### src/rtl/fifo_ctrl_if.sv
// Handshake and status bundle between a FIFO controller and its producer/consumer.
// The controller sits on the slave side; the master side drives push/pop requests.
interface fifo_ctrl_if #(
    parameter int unsigned ADDR_WIDTH = 2
) ();

    logic                  wr;
    logic                  rd;
    logic                  clr_err;
    logic                  wr_en;
    logic [ADDR_WIDTH-1:0] w_addr;
    logic [ADDR_WIDTH-1:0] r_addr;
    logic                  full;
    logic                  empty;
    logic                  almost_full;
    logic                  almost_empty;
    logic [ADDR_WIDTH:0]   count;
    logic                  overflow;
    logic                  underflow;

    modport master (
        output wr,
        output rd,
        output clr_err,
        input  wr_en,
        input  w_addr,
        input  r_addr,
        input  full,
        input  empty,
        input  almost_full,
        input  almost_empty,
        input  count,
        input  overflow,
        input  underflow
    );

    modport slave (
        input  wr,
        input  rd,
        input  clr_err,
        output wr_en,
        output w_addr,
        output r_addr,
        output full,
        output empty,
        output almost_full,
        output almost_empty,
        output count,
        output overflow,
        output underflow
    );

endinterface

### src/rtl/fifo_ctrl.sv
// Pointer/occupancy controller for a first-word fall-through FIFO built around an
// external register file; produces write strobe, addresses, level flags and sticky errors.
module fifo_ctrl #(
    parameter int unsigned ADDR_WIDTH = 2,
    parameter int unsigned AF_LEVEL   = (2 ** ADDR_WIDTH) - 1,
    parameter int unsigned AE_LEVEL   = 1
) (
    input logic        clk,
    input logic        rst_n,
    fifo_ctrl_if.slave bus
);

    localparam int unsigned Depth = 2 ** ADDR_WIDTH;
    localparam int unsigned CntW  = ADDR_WIDTH + 1;

    localparam logic [CntW-1:0] DepthCnt = CntW'(Depth);
    localparam logic [CntW-1:0] AfCnt    = CntW'(AF_LEVEL);
    localparam logic [CntW-1:0] AeCnt    = CntW'(AE_LEVEL);

    logic [ADDR_WIDTH-1:0] wr_ptr_q, wr_ptr_d;
    logic [ADDR_WIDTH-1:0] rd_ptr_q, rd_ptr_d;
    logic [CntW-1:0]       count_q, count_d;
    logic                  overflow_q, overflow_d;
    logic                  underflow_q, underflow_d;

    logic full, empty;
    logic push_ok, pop_ok;
    logic push_rej, pop_rej;

    // Level flags are pure decodes of the registered occupancy.
    always_comb begin
        full  = (count_q == DepthCnt);
        empty = (count_q == '0);
    end

    // rst_n gating keeps the write strobe low while reset is held, whatever wr does.
    always_comb begin
        push_ok  = bus.wr & ~full & rst_n;
        pop_ok   = bus.rd & ~empty & rst_n;
        push_rej = bus.wr & full;
        pop_rej  = bus.rd & empty;
    end

    always_comb begin
        wr_ptr_d    = wr_ptr_q;
        rd_ptr_d    = rd_ptr_q;
        count_d     = count_q;
        overflow_d  = overflow_q & ~bus.clr_err;
        underflow_d = underflow_q & ~bus.clr_err;

        // Pointers wrap naturally at Depth since it is a power of two.
        if (push_ok) begin
            wr_ptr_d = wr_ptr_q + 1'b1;
        end
        if (pop_ok) begin
            rd_ptr_d = rd_ptr_q + 1'b1;
        end

        unique case ({push_ok, pop_ok})
            2'b10:   count_d = count_q + 1'b1;
            2'b01:   count_d = count_q - 1'b1;
            default: count_d = count_q;
        endcase

        // An error in the same cycle as clr_err wins over the clear.
        if (push_rej) begin
            overflow_d = 1'b1;
        end
        if (pop_rej) begin
            underflow_d = 1'b1;
        end
    end

    always_ff @(posedge clk or negedge rst_n) begin
        if (!rst_n) begin
            wr_ptr_q    <= '0;
            rd_ptr_q    <= '0;
            count_q     <= '0;
            overflow_q  <= 1'b0;
            underflow_q <= 1'b0;
        end else begin
            wr_ptr_q    <= wr_ptr_d;
            rd_ptr_q    <= rd_ptr_d;
            count_q     <= count_d;
            overflow_q  <= overflow_d;
            underflow_q <= underflow_d;
        end
    end

    always_comb begin
        bus.wr_en        = push_ok;
        bus.w_addr       = wr_ptr_q;
        bus.r_addr       = rd_ptr_q;
        bus.full         = full;
        bus.empty        = empty;
        bus.almost_full  = (count_q >= AfCnt);
        bus.almost_empty = (count_q <= AeCnt);
        bus.count        = count_q;
        bus.overflow     = overflow_q;
        bus.underflow    = underflow_q;
    end

    count_in_range: assert property (@(posedge clk) disable iff (!rst_n) count_q <= DepthCnt);

    // Pointer distance must always agree with occupancy modulo Depth.
    ptr_count_agree: assert property (@(posedge clk) disable iff (!rst_n)
        ADDR_WIDTH'(wr_ptr_q - rd_ptr_q) == count_q[ADDR_WIDTH-1:0]);

endmodule

### src/flat_wrapper.sv
// flat-port wrapper written by rule: the top's interface ports become plain ports
module fifo_ctrl_flat 
#(
    parameter int unsigned ADDR_WIDTH = 2,
    parameter int unsigned AF_LEVEL   = (2 ** ADDR_WIDTH) - 1,
    parameter int unsigned AE_LEVEL   = 1
)
  (clk, rst_n, bus_wr, bus_rd, bus_clr_err, bus_wr_en, bus_w_addr, bus_r_addr, bus_full, bus_empty, bus_almost_full, bus_almost_empty, bus_count, bus_overflow, bus_underflow);
  fifo_ctrl_if #(.ADDR_WIDTH(ADDR_WIDTH)) bus_i ();
  input logic clk;
  input logic rst_n;
  input wire logic [$bits(bus_i.wr)-1:0] bus_wr;
  input wire logic [$bits(bus_i.rd)-1:0] bus_rd;
  input wire logic [$bits(bus_i.clr_err)-1:0] bus_clr_err;
  output wire logic [$bits(bus_i.wr_en)-1:0] bus_wr_en;
  output wire logic [$bits(bus_i.w_addr)-1:0] bus_w_addr;
  output wire logic [$bits(bus_i.r_addr)-1:0] bus_r_addr;
  output wire logic [$bits(bus_i.full)-1:0] bus_full;
  output wire logic [$bits(bus_i.empty)-1:0] bus_empty;
  output wire logic [$bits(bus_i.almost_full)-1:0] bus_almost_full;
  output wire logic [$bits(bus_i.almost_empty)-1:0] bus_almost_empty;
  output wire logic [$bits(bus_i.count)-1:0] bus_count;
  output wire logic [$bits(bus_i.overflow)-1:0] bus_overflow;
  output wire logic [$bits(bus_i.underflow)-1:0] bus_underflow;
  assign bus_i.wr = bus_wr;
  assign bus_i.rd = bus_rd;
  assign bus_i.clr_err = bus_clr_err;
  assign bus_wr_en = bus_i.wr_en;
  assign bus_w_addr = bus_i.w_addr;
  assign bus_r_addr = bus_i.r_addr;
  assign bus_full = bus_i.full;
  assign bus_empty = bus_i.empty;
  assign bus_almost_full = bus_i.almost_full;
  assign bus_almost_empty = bus_i.almost_empty;
  assign bus_count = bus_i.count;
  assign bus_overflow = bus_i.overflow;
  assign bus_underflow = bus_i.underflow;
  fifo_ctrl #(.ADDR_WIDTH(ADDR_WIDTH), .AF_LEVEL(AF_LEVEL), .AE_LEVEL(AE_LEVEL)) u_core (.clk(clk), .rst_n(rst_n), .bus(bus_i));
endmodule
### config.mk
export PLATFORM = sky130hd
export DESIGN_NAME = fifo_ctrl_flat
export DESIGN_NICKNAME = d
export VERILOG_FILES = /design/src/rtl/fifo_ctrl_if.sv /design/src/rtl/fifo_ctrl.sv /design/src/flat_wrapper.sv
export SDC_FILE = /design/constraint.sdc
export NUM_CORES = 1
export LEC_CHECK = 0
export CAP_MARGIN = 0
export CORE_MARGIN = 1.5
export CORE_UTILIZATION = 35
export CTS_BUF_LIST = sky130_fd_sc_hd__clkbuf_8
export CTS_CLUSTER_DIAMETER = 40
export CTS_CLUSTER_SIZE = 20
export DETAILED_ROUTE_END_ITERATION = 6
export PLACE_DENSITY = 0.79
export SLEW_MARGIN = 20
export SYNTH_ARGS = -nofsm -noshare
export SYNTH_HDL_FRONTEND = slang
export SYNTH_SLANG_ARGS = --single-unit
### constraint.sdc
create_clock -name clk -period 1.7 [get_ports clk]
set_input_delay 0.34 -clock clk [delete_from_list [all_inputs] [get_ports clk]]
set_output_delay 0.34 -clock clk [all_outputs]
set_load 0.1 [all_outputs]
=== Yosys cells after proc, flatten, opt, wreduce, memory -nomap -nowiden ===
Index checks and enable logic that the tools add are counted.

* Bits in registers: 9
* Latch bits: 0
* RAM bits: 0
* Bits in read-only memories: 0
* Input port bits: 5
* Output and inout bits: 14
* Logic and storage cells: 30
* Memories kept: 0

* Add/sub/neg operators: 4
* Multipliers: 0
* Div/mod/pow operators: 0
* Order comparisons: 2
* Equality and inequality tests: 3
* Shifts and indexed selects: 0
* Muxes and demuxes: 3
* Bitwise logic cells: 11
* Reduce and logical (&&, ||, !) cells: 2

{| class="wikitable"
|+ Operators with widths
! cell !! count
|-
| 1-bit AND || 8
|-
| 3-bit one-hot mux with 2 select lines || 1
|-
| 2-bit by 1-bit adder with 2-bit output, second input constant || 2
|-
| 3-bit by 1-bit adder with 3-bit output, second input constant || 1
|-
| 3-bit == test, second input constant || 1
|-
| 3-bit by 2-bit greater-or-equal comparator with 1-bit output, second input constant || 1
|-
| 3-bit by 1-bit <= comparator with 1-bit output, second input constant || 1
|-
| 3-bit zero test || 1
|-
| 1-bit inverter || 3
|-
| 3-bit by 1-bit subtractor with 3-bit output, second input constant || 1
|-
| 2-bit by 1-bit == test with 1-bit output, second input constant || 1
|-
| 2-bit == test, second input constant || 1
|-
| 1-bit 2-to-1 mux || 2
|-
| 2-bit nonzero test || 1
|}

=== Longest topological paths before layout ===
Gate-level depths: netlist of the first run.

* Word-level depth: 6
* Depth in mapped cells: 8

=== Worst setup path after synthesis of the first run ===
OpenSTA, ideal clock, no wires.

* Path type: reg-to-output
* Start: register u_core.count_q[0], in the netlist u_core.bus.count[0]
* End: output port bus_almost_full
* Arrival: 3.343 ns
* Setup slack: -1.983 ns
* Stages on the path, launching flop included: 3
* Cells stage by stage: dfrtp_1 inv_1 o21ai_0

* Longest elaborated chain between the ends: 1

{| class="wikitable"
|+ Ends and longest elaborated chain
! element !! RTL line !! RTL
|-
| start: declaration || fifo_ctrl.sv:22 || <nowiki>logic [CntW-1:0] count_q, count_d;</nowiki>
|-
| start signal: assignment || fifo_ctrl.sv:84 || <nowiki>count_q <= count_d;</nowiki>
|-
| 3-bit by 2-bit greater-or-equal comparator with 1-bit output || fifo_ctrl.sv:96 || <nowiki>bus.almost_full = (count_q >= AfCnt);</nowiki>
|-
| end: declaration || flat_wrapper.sv:20 || <nowiki>output wire logic [$bits(bus_i.almost_full)-1:0] bus_almost_full;</nowiki>
|}

No other way between the ends.

=== Worst setup path after layout of the first run ===
* Start: register u_core.count_q[1], in the netlist u_core.bus.count[1]
* End: output port bus_wr_en

* Longest elaborated chain between the ends: 4

{| class="wikitable"
|+ Ends and longest elaborated chain
! element !! RTL line !! RTL
|-
| 3-bit == test || fifo_ctrl.sv:32 || <nowiki>full = (count_q == DepthCnt);</nowiki>
|-
| 1-bit inverter || fifo_ctrl.sv:38 || <nowiki>push_ok = bus.wr & ~full & rst_n;</nowiki>
|-
| 1-bit AND (2 in series) || fifo_ctrl.sv:38 ||
|-
| end: declaration || flat_wrapper.sv:15 || <nowiki>output wire logic [$bits(bus_i.wr_en)-1:0] bus_wr_en;</nowiki>
|}

No other way between the ends.

==> results of run 1 <==
[critical path, delay by kind of cell, from the launching register on]
kind	cells	cell delay [ns]
flops	1	0.51
simple gates	2	0.16
buf+inv	3	0.37
fa+ha+maj	1	0.15
[cells in the mapped netlist, drive strengths merged]
cell    number
dfrtp        9
inv          8
ha           6
xnor2        4
nor2         3
a21oi        2
a22o         2
nand2        2
o21ai        2
xor2         2
a31oi        1
and3         1
and4         1
nand2b       1
nand3        1
nand4        1
o22ai        1
[through the flow]
step	instance area (um2)	cells	setup slack, ns
after floorplan	593.1	47	-0.1604
after global placement	969.7	85	-0.01052
after detailed placement	969.7	85	-0.05755
after CTS	1132	96	-0.06976
after global routing	1161	99	-0.1160
final	1161	99	-0.06858
[repair_timing]
| item | CTS | global route |
|---|---|---|
| pin swaps | 3 | 6 |
| setup buffers | 7 | 3 |
| resized for setup | 13 | 2 |
| endpoints found under the setup margin | 5 | 6 |
[final timing paths]
check	from	end	slack (ns)	depth (start not counted)
worst max-delay path	u_core.bus.count[1]	bus_wr_en	-0.07	6
worst min register to register	u_core.bus.w_addr[1]	u_core.bus.w_addr[1]	0.53	1
worst min-delay path	rst_n	u_core.bus.count[2]	0.23	2
worst max register to register	u_core.bus.count[1]	u_core.bus.count[1]	0.05	7
max in group asynchronous	rst_n	u_core.bus.count[1]	1.35	2
min in group clk	u_core.bus.w_addr[1]	u_core.bus.w_addr[1]	0.53	1
[layout make-up]
type,instances,area [um2],share of cell area [%]
Clock buffer,3,41.29,3.556
Timing Repair Buffer,33,439.2,37.82
Sequential cell,9,236.5,20.37
Tap cell,15,18.77,1.616
Inverter,8,51.30,4.418
Clock inverter,1,3.754,0.3233
Multi-Input combinational cell,30,370.4,31.90
[layer usage]
layer  routed length [um]  vias to the layer above  track usage (%)
met2                  844                       10            35.94
met4                   40                        0            12.50
met5                    0                        -                0
li1                     -                      228                -
met1                  702                      219            25.34
met3                   59                        6            10.33
[flip-flops by register name, summed over array words and instances (netlist names)]
name,cells
u_core.bus.w_addr,2
u_core.bus.overflow,1
u_core.bus.r_addr,2
u_core.bus.count,3
u_core.bus.underflow,1
[cells by family (layout without fill, tap and decap cells)]
| kind of cell | count (synthesis) | count (layout) | share of synthesized area [%] |
|---|---|---|---|
| and+or+nand+nor | 10 | 10 | 12.22 |
| DFF | 9 | 9 | 44.89 |
| AOI/OAI and AO/OA | 8 | 8 | 9.977 |
| buffers and inverters | 8 | 45 | 5.985 |
| adders and majority gates | 6 | 6 | 14.96 |
| xor gates and xnor gates | 6 | 6 | 11.97 |
==> qor.txt, run 1 <==
Hold Violations, Final = 0
largest net degree at the start of global routing = 7
Cell Chain, Critical Path = inv_6 -> ha_4 -> nand2_4 -> nand3_4 -> clkinvlp_4 -> buf_12
period utilization = 104.0%
Seq/Total Area, Yosys = 44.89%
antenna violations before repair = 0
Initial Util = 38.08%
Synth top area share = 44.89%
CTS Hold Bufs = 0
WS Path Type = reg -> out
die area = 0.001670 mm2
fin util = 88.13%
Core Region = 0.001318 mm2
cell taking the most area after synthesis = dfrtp_1
clock root buffer = clkbuf_8
Placer Congestion = 0.7216
first-pass GRT wire length = 2201 um
Max Freq = 0.5654 GHz
largest cells by area after synthesis = dfrtp_1 (45%), ha_1 (15%), xnor2_1 (7.0%), inv_1 (6.0%), a22o_1 (3.5%)
Setup crit end kind = output port
final WL = 1645 um
Die Height = 40.86 um
worst path required time = 1.36 ns
fraction of layout cells with a size suffix above 1 = 66.67%
ANT cells = 0
Clk pin slew, worst setup/hold paths = 0.05 ns
commonest cells after routing, fill and taps aside = buf_12 (14), buf_4 (14), dfrtp_1 (6)
Post-Synthesis Cells = 47
final setup TNS = -0.1712 ns
vias in the first global route = 464
Worst-Skew Late Latency = 0.24 ns
endpoints failing setup = 4
Rows = 13
Syn Nets = 58
CTS tree = done
minimum clock period = 1.769 ns
grt ovf = 0
Nets = 96
Starting DRT DRC Count = 1
distinct cell type count after synthesis = 18
crit path max fanout = 4
area grow syn2layout = 131.4%
max-slew violation count = 0
Startpoint Class = register
CTS Buf Count = 3
1st-pass router iterations = 2
RSZ-0062 raised after global routing = true
clock sinks = 9
Buffers on Ports = 18
setup ws final = -0.06858 ns
vias per inst = 4.677
fillcell total = 55
Max stage delay cell, worst path = dfrtp_4
Hold WC Path Type = in -> async
Top Ports = 19
post-DP HPWL = 911.7 um
MaxCap Viol Count = 0
H-Tree Depth = 1
Post-route DRC = 0
worst slew pin tran = 0.3100 ns
Vias = 463
all-layer global routing usage = 22.84%
Avg Cell Area, Syn = 10.68 um2
final hold slack = 0.2312 ns
Slew headroom = 79.30%
Detail Route Antenna Nets = 0
status = finished with violations
routed len/inst = 16.62 um
Seq cells post-synth = 9
failing checks = negative setup slack
Crit path largest cell delay = 0.51 ns
synthesized area = 501.7 um2
Clock Path Buffers = 2
Final Skew = 0.006817 ns
CP Data Arrival Time = 1.43 ns
Ys Warns = 0
Die X = 40.86 um
Power of run 1 is left out: the tool's default activity adds up to more than one toggle a clock period on the data nets, which glitch-free logic cannot reach.
==> inputs of run 2 (changes only) <==
HOLD_SLACK_MARGIN = 0.1   (was unset)
==> results of run 2 <==
Same layout as run 1: the final DEF is identical, and so are final timing and power.
Power of run 2 is left out for the same reason.
==> inputs of run 3 (changes only) <==
--- a/config.mk
+++ b/config.mk
@@ -15,3 +15,3 @@
 export HOLD_SLACK_MARGIN = 0.1
-export PLACE_DENSITY = 0.79
+export PLACE_DENSITY_LB_ADDON = 0.3
 export SLEW_MARGIN = 20
--- a/constraint.sdc
+++ b/constraint.sdc
@@ -3,2 +3,2 @@
 set_output_delay 0.34 -clock clk [all_outputs]
-set_load 0.1 [all_outputs]
+set_load 0.005 [all_outputs]
==> qor.txt, run 3 (same netlist as run 1, synthesis figures left out) <==
status = complete, no violations
Pwr Total = 1725 uW
most common cell after layout, fill and taps aside = buf_4
max-slew violation count = 0
crit path max fanout = 3
Vias = 474
first-pass GRT wire length = 1869 um
area grow syn2layout = 88.28%
peak supply drop = 1.035 mV
setup ws final = 0.04024 ns
vias in the first global route = 450
worst slew pin tran = 0.1957 ns
pre-CTS setup slack = -0.1193 ns
Sequential Area = 225.2 um2
Nets = 100
ANT cells = 0
antenna violations before repair = 0
Starting DRT DRC Count = 2
clock root buffer = clkbuf_8
Max Freq = 0.6025 GHz
Clk pin slew, worst setup/hold paths = 0.05 ns
commonest cells after routing, fill and taps aside = buf_4 (17), clkdlybuf4s50_1 (12), dfrtp_1 (9)
Critical R2R Launch = u_core.bus.count[1]
post-DP HPWL = 898.1 um
clock sinks = 9
H-Tree Depth = 1
grt ovf = 0
Clock Path Buffers = 2
fraction of layout cells with a size suffix above 1 = 44.32%
largest net degree at the start of global routing = 12
endpoints failing setup = 0
Worst-Skew Late Latency = 0.22 ns
reg2reg end = u_core.bus.count[2]
WS Path Type = reg -> out
Initial Util = 38.08%
1st-pass router iterations = 2
Buffers on Ports = 18
Post-route DRC = 0
worst path required time = 1.36 ns
Hold Violations, Final = 0
Rows = 13
Die Height = 40.86 um
footprint of the multi-input gates = 310.3 um2
die area = 0.001670 mm2
Setup crit end kind = output port
R2R cell count = 9
fillcell total = 93
hold-critical path endpoint = u_core.bus.w_addr[1]
Core Region = 0.001318 mm2
MaxCap Viol Count = 0
final WL = 1309 um
CTS Hold Bufs = 0
Worst Hold Depth = 1
Slew headroom = 86.95%
Detail Route Antenna Nets = 0
Final Skew = 0.0008914 ns
CTS Buf Count = 3
Hold WC Path Type = reg -> reg
vias per inst = 4.602
Die X = 40.86 um
period utilization = 97.63%
Startpoint Class = register
Largest register FFs = 3
pwr dens = 1826 mW/mm2
Top Ports = 19
Leak = 0.0004761 uW
CP Data Arrival Time = 1.32 ns
R2R Setup Slk = 0.06 ns
routed len/inst = 12.71 um
min-delay src = u_core.bus.w_addr[1]
CTS tree = done
minimum clock period = 1.660 ns
all-layer global routing usage = 17.31%
Placer Congestion = 0.7182
[run 3: changes by cell type in the layout (fill, tap and decap cells not counted), sizes merged]
cell,previous run,this run
buf,29,20
clkbuf,3,5
clkdlybuf4s50,3,12
clkinvlp,3,0
dlygate4sd2,0,2
inv,6,9
[run 3: cell type report]
type	count	area share, %
clock inverters	1	0.3974
clock buffers	3	4.371
inverters	8	3.179
flip-flops and latches	9	23.84
well taps	15	1.987
multi-input cells	30	32.85
repair buffers	37	33.38
[run 3: worst max-delay path by stage]
stage	start	endpoint	slack, ns	cells after the start
floorplan	u_core.bus.count[0]	u_core.bus.count[2]	0.05	7
global placement	bus_wr	bus_wr_en	-0.08	4
detailed placement	bus_wr	bus_wr_en	-0.12	4
CTS	u_core.bus.count[0]	bus_almost_full	-0.03	5
global route	u_core.bus.count[1]	u_core.bus.count[2]	-0.02	9
finish	u_core.bus.count[1]	bus_wr_en	0.04	6
[run 3: repair_timing]
action	4_1_cts	5_1_grt
resized for setup	19	11
setup endpoints to repair	7	6
setup buffers	1	2
gates cloned	0	0
pin swaps	0	6
[run 3: where the power goes]
part	total (uW)	switching (uW)	internal [uW]
logic	1070	409	657
registers	423	102	321
clock network	236	79.3	157
total	1720	590	1130
[run 3: worst max-delay path: stages (launching register included)]
cell           delay (ns)
dfrtp_1              0.41
inv_2                0.10
ha_4                 0.15
nand2_4              0.07
nand3_4              0.08
inv_1                0.04
dlygate4sd2_1        0.25
[run 3: per-stage QoR]
stage	utilization [%]	cell area, um2	TNS (ns)	hold WS (ns)	instances
3_3_place_gp	62.30	820.8	-0.2193	0.4598	96
2_1_floorplan	-	501.7	0	0.04441	47
4_1_cts	67.90	894.6	-0.03217	0.4733	101
3_5_place_dp	62.30	820.8	-0.3254	0.4629	96
6_report	71.70	944.7	0	0.4704	103
5_1_grt	71.70	944.7	-0.03165	0.5094	103
[run 3: layer usage]
metal,global-route usage (%),vias up,wire [um]
met5,0,-,0
met4,2.500,0,0
met3,4.891,0,69
met2,32.03,17,657
met1,19.67,221,581
li1,-,236,-
Note: power is estimated with default switching activity, not from simulation.
==> RTL edit 1, RTL diff (settings of run 1) <==
`ADDR_WIDTH` is set to 2 in 3 places; all go to 3.
--- a/src/rtl/fifo_ctrl_if.sv
+++ b/src/rtl/fifo_ctrl_if.sv
@@ -2,5 +2,5 @@
 // The controller sits on the slave side; the master side drives push/pop requests.
 interface fifo_ctrl_if #(
-    parameter int unsigned ADDR_WIDTH = 2
+    parameter int unsigned ADDR_WIDTH = 3
 ) ();
 
--- a/src/rtl/fifo_ctrl.sv
+++ b/src/rtl/fifo_ctrl.sv
@@ -2,5 +2,5 @@
 // external register file; produces write strobe, addresses, level flags and sticky errors.
 module fifo_ctrl #(
-    parameter int unsigned ADDR_WIDTH = 2,
+    parameter int unsigned ADDR_WIDTH = 3,
     parameter int unsigned AF_LEVEL   = (2 ** ADDR_WIDTH) - 1,
     parameter int unsigned AE_LEVEL   = 1
--- a/src/flat_wrapper.sv
+++ b/src/flat_wrapper.sv
@@ -2,5 +2,5 @@
 module fifo_ctrl_flat 
 #(
-    parameter int unsigned ADDR_WIDTH = 2,
+    parameter int unsigned ADDR_WIDTH = 3,
     parameter int unsigned AF_LEVEL   = (2 ** ADDR_WIDTH) - 1,
     parameter int unsigned AE_LEVEL   = 1
Ports: changed (resized bus_count, bus_r_addr and bus_w_addr); port bits go from 19 to 22. No check against the original RTL was run, so the function may have changed too.
==> RTL edit 1 against run 1 <==
The flow still finishes with violations (negative setup slack); final area increased by 21%; critical path depth unchanged; sequential cell count increased by 3; area after synthesis increased by 27%; largest cell class unchanged; highest routed layer unchanged; setup slack got worse by 300 ps; routed wire length increased by 13%; count of clock-buffer cells in the layout unchanged; utilization decreased by 5.6 points; synthesized cell count increased by 13%.
Power is left out: the tool's default activity adds up to more than one toggle a clock period on the data nets, which glitch-free logic cannot reach.
==> RTL edit 1: results (changes against run 1) <==
Final Worst Setup Slack = -364.2 ps (-295.6 ps)
GRT Overall Usage = 20.53% (-2.3 points)
worst r2r dst = u_core.bus.count[3]
Syn Nets = 64 (+10%)
dpl hpwl = 1225 µm (+34%)
share of layout cells above drive strength 1 = 69.31% (+2.6 points)
max_slew headroom = 86.98% (+7.7 points)
port bufs = 21 (+3)
number of global-route vias before repair = 598 (+29%)
adder-cell area share of the yosys netlist = 11.81% (-3.2 points)
max FFs per register = 4 (+1)
Post-CTS Resized = 15 (+2)
worst reg-to-reg path cell count = 8 (+1)
Synth Area in Compound Gates = 5.709% (-4.3 points)
dpl ws = -370.6 ps (-313.0 ps)
Layout Nets = 114 (+19%)
WP data arrival = 1720 ps (+290 ps)
clk_skew = 3.128 ps (-3.689 ps)
Critical Path Max Stage Delay = 490 ps (-20 ps)
Critical Path Start = u_core.bus.count[0]
Cell Area, Placed = 1224 µm² (+26%)
run status = finished, violations left
top cells by area, synth = dfrtp_1 47%, ha_1 12%, xor2_1 8.3%, inv_1 3.5%, a22o_1 2.8%
post-synthesis mux area share = 5.709% (+5.7 points)
routability congestion estimate = 0.8048 (+12%)
Setup Viol. Count Final = 11 (+7)
CP Capture Point = bus_empty
failing checks = negative setup slack
first-pass GRT wire length = 2925 µm (+33%)
pin count of the biggest net entering global routing = 11 (+4)
Total Wirelength = 1866 µm (+13%)
RTL edit 1: cell types whose count changed in the layout (fill, tap and decap cells not counted), sizes merged, moves of 2 or more:
cell / delta
clkinvlp: -2
xor2: +4
xnor2: -2
mux2: +2
buf: +13
dfrtp: +3
RTL edit 1: area by class of cell:
class	count	area, µm²
tap	25	31.28
fill	79	299.0
inverter	6	36.28
sequential	12	310.3
timing repair buffer	46	601.8
clock buffer	3	41.29
multi-input combinational	34	387.9
RTL edit 1: stage by stage:
step | std cells | setup TNS [ps] | util (%)
6_report | 126 | -2462 | 82.49
5_1_grt | 126 | -3059 | 82.49
4_1_cts | 121 | -2030 | 79.93
3_5_place_dp | 113 | -1177 | 71.65
3_3_place_gp | 113 | -870.3 | 71.65
2_1_floorplan | 53 | -3107 | -
RTL edit 1: layer usage:
layer / routed length, µm / GRT usage (%) / up-vias
met2: 985 / 34.65 / 23
li1: - / - / 278
met3: 99 / 5.159 / 7
met4: 57 / 9.412 / 0
met1: 724 / 24.19 / 286
met5: 0 / 0 / -
==> RTL edit 2, RTL diff (config.mk and constraints of run 1) <==
Made on the original files. Reset style: synchronous (`rst_n`), changed in one clocked block.
--- a/src/rtl/fifo_ctrl.sv
+++ b/src/rtl/fifo_ctrl.sv
@@ -72,5 +72,5 @@
     end
 
-    always_ff @(posedge clk or negedge rst_n) begin
+    always_ff @(posedge clk) begin
         if (!rst_n) begin
             wr_ptr_q    <= '0;
Behaviour: differs if rst_n is asserted again (counterexample within 4 cycles, from zero or initial values and one cycle with rst_n low); with rst_n held inactive, the same outputs for 10 cycles.
==> RTL edit 2 against run 1 <==
The run still ends with negative setup slack left; final area increased by 5.3%; final cell count increased by 21%; routed wire length increased by 20%; setup slack got worse by 20 ps; sequential cell count unchanged; via count increased by 30%; area after synthesis increased by 6.2%; critical path type unchanged; highest routed layer unchanged.
==> RTL edit 2: results (changes against run 1) <==
routability congestion estimate = 0.8351 (+16%)
worst hold path type = reg2reg
failing checks = negative setup slack
share of layout cells above drive strength 1 = 59.05% (-7.6 points)
Routed met3 length = 95 µm (+61%)
Crit Path Max Fanout = 2 (-2)
setup bufs post-CTS = 10 (+3)
met1 usage = 21.99% (-3.3 points)
1st-iter DRT viols = 8 (+7)
post-synthesis mux area share = 3.756% (+3.8 points)
fillcell total = 62 (+13%)
r2r startpoint = u_core.bus.count[1]
first-pass GRT wire length = 3049 µm (+39%)
final instance area = 1222 µm² (+5.3%)
wire length per cell = 16.43 µm (-1.1%)
Final Worst Setup Slack = -88.76 ps (-20.18 ps)
hold endpoint = u_core.bus.r_addr[1]
Syn Area/Cell = 8.328 µm² (-22%)
dpl hpwl = 1138 µm (+25%)
register area share after synthesis = 33.80% (-11 points)
Cell Area, Placed = 977.2 µm² (+0.77%)
Async SR Flop Fraction = 0% (-100 points)
Yosys cell types = 25 (+7)
Total Wirelength = 1972 µm (+20%)
DR pass1 iterations = 4 (+2)
Syn Nets = 75 (+29%)
H-Tree Level Count = 1 (unchanged)
pin count of the biggest net entering global routing = 11 (+4)
Post-CTS Resized = 17 (+4)
top cells by area, synth = dfxtp_1 34%, ha_1 14%, inv_1 4.9%, and2_1 4.7%, nand2_1 4.2%
Min Hold Slack = 509.3 ps (+278.1 ps)
met2 WL = 1102 µm (+31%)
top cells by instance count after synthesis = 9 x dfxtp_1, 7 x inv_1, 6 x ha_1, 6 x nand2_1
Reg2Reg Setup Slack = -50 ps (-100 ps)
total number of vias = 601 (+30%)
clock root cell = clkbuf_8
clk_skew = 2.275 ps (-4.542 ps)
Critical Path Start = u_core.bus.count[1]
GR Util met2 = 44.06% (+8.1 points)
WP data arrival = 1450 ps (+20 ps)
setup TNS = -191.3 ps (-20.11 ps)
Worst path slowest cell = dfxtp_4
xor and xnor area share after synthesis = 4.930% (-7.0 points)
dpl ws = -262.5 ps (-204.9 ps)
M1 WL = 723 µm (+3.0%)
run status = finished, violations left
Synth Area in Compound Gates = 12.68% (+2.7 points)
adder-cell area share of the yosys netlist = 14.08% (-0.88 points)
Setup Viol. Count Final = 3 (-1)
Critical Path Max Stage Delay = 360 ps (-150 ps)
Cells after DPL = 104 (+22%)
max_slew headroom = 86.29% (+7.0 points)
number of global-route vias before repair = 665 (+43%)
worst r2r dst = u_core.bus.count[2]
-- RTL edit 2: cell count changes in the layout (fill, tap and decap cells not counted), sizes merged, moves of 4 or more --
cell | before | now
a21boi | 0 | 4
dfxtp | 0 | 9
buf | 29 | 35
and2 | 0 | 4
dfrtp | 9 | 0
nand2 | 2 | 6
-- RTL edit 2: power groups by stage --
stage	combinational, µW	clock (µW)	sequential [µW]
2_1_floorplan	248	0	392
3_3_place_gp	611	0	257
3_5_place_dp	624	0	259
4_1_cts	726	263	259
5_1_grt	799	271	263
6_report	777	256	261
-- RTL edit 2: layout make-up --
class	count	area share, %
Sequential cell	9	15.66
Inverter	8	3.685
Clock buffer	3	3.378
Tap cell	15	1.535
Timing Repair Buffer	39	40.63
Multi-Input combinational cell	45	34.70
Clock inverter	1	0.4094
-- RTL edit 2: kinds of logic (layout without fill, tap and decap cells) --
kind of cell,count (synthesis),after routing
compound gates,11,11
buf+inv,10,51
xor+xnor,3,3
mux,2,2
flops,9,9
simple gates,23,23
fa+ha+maj,6,6
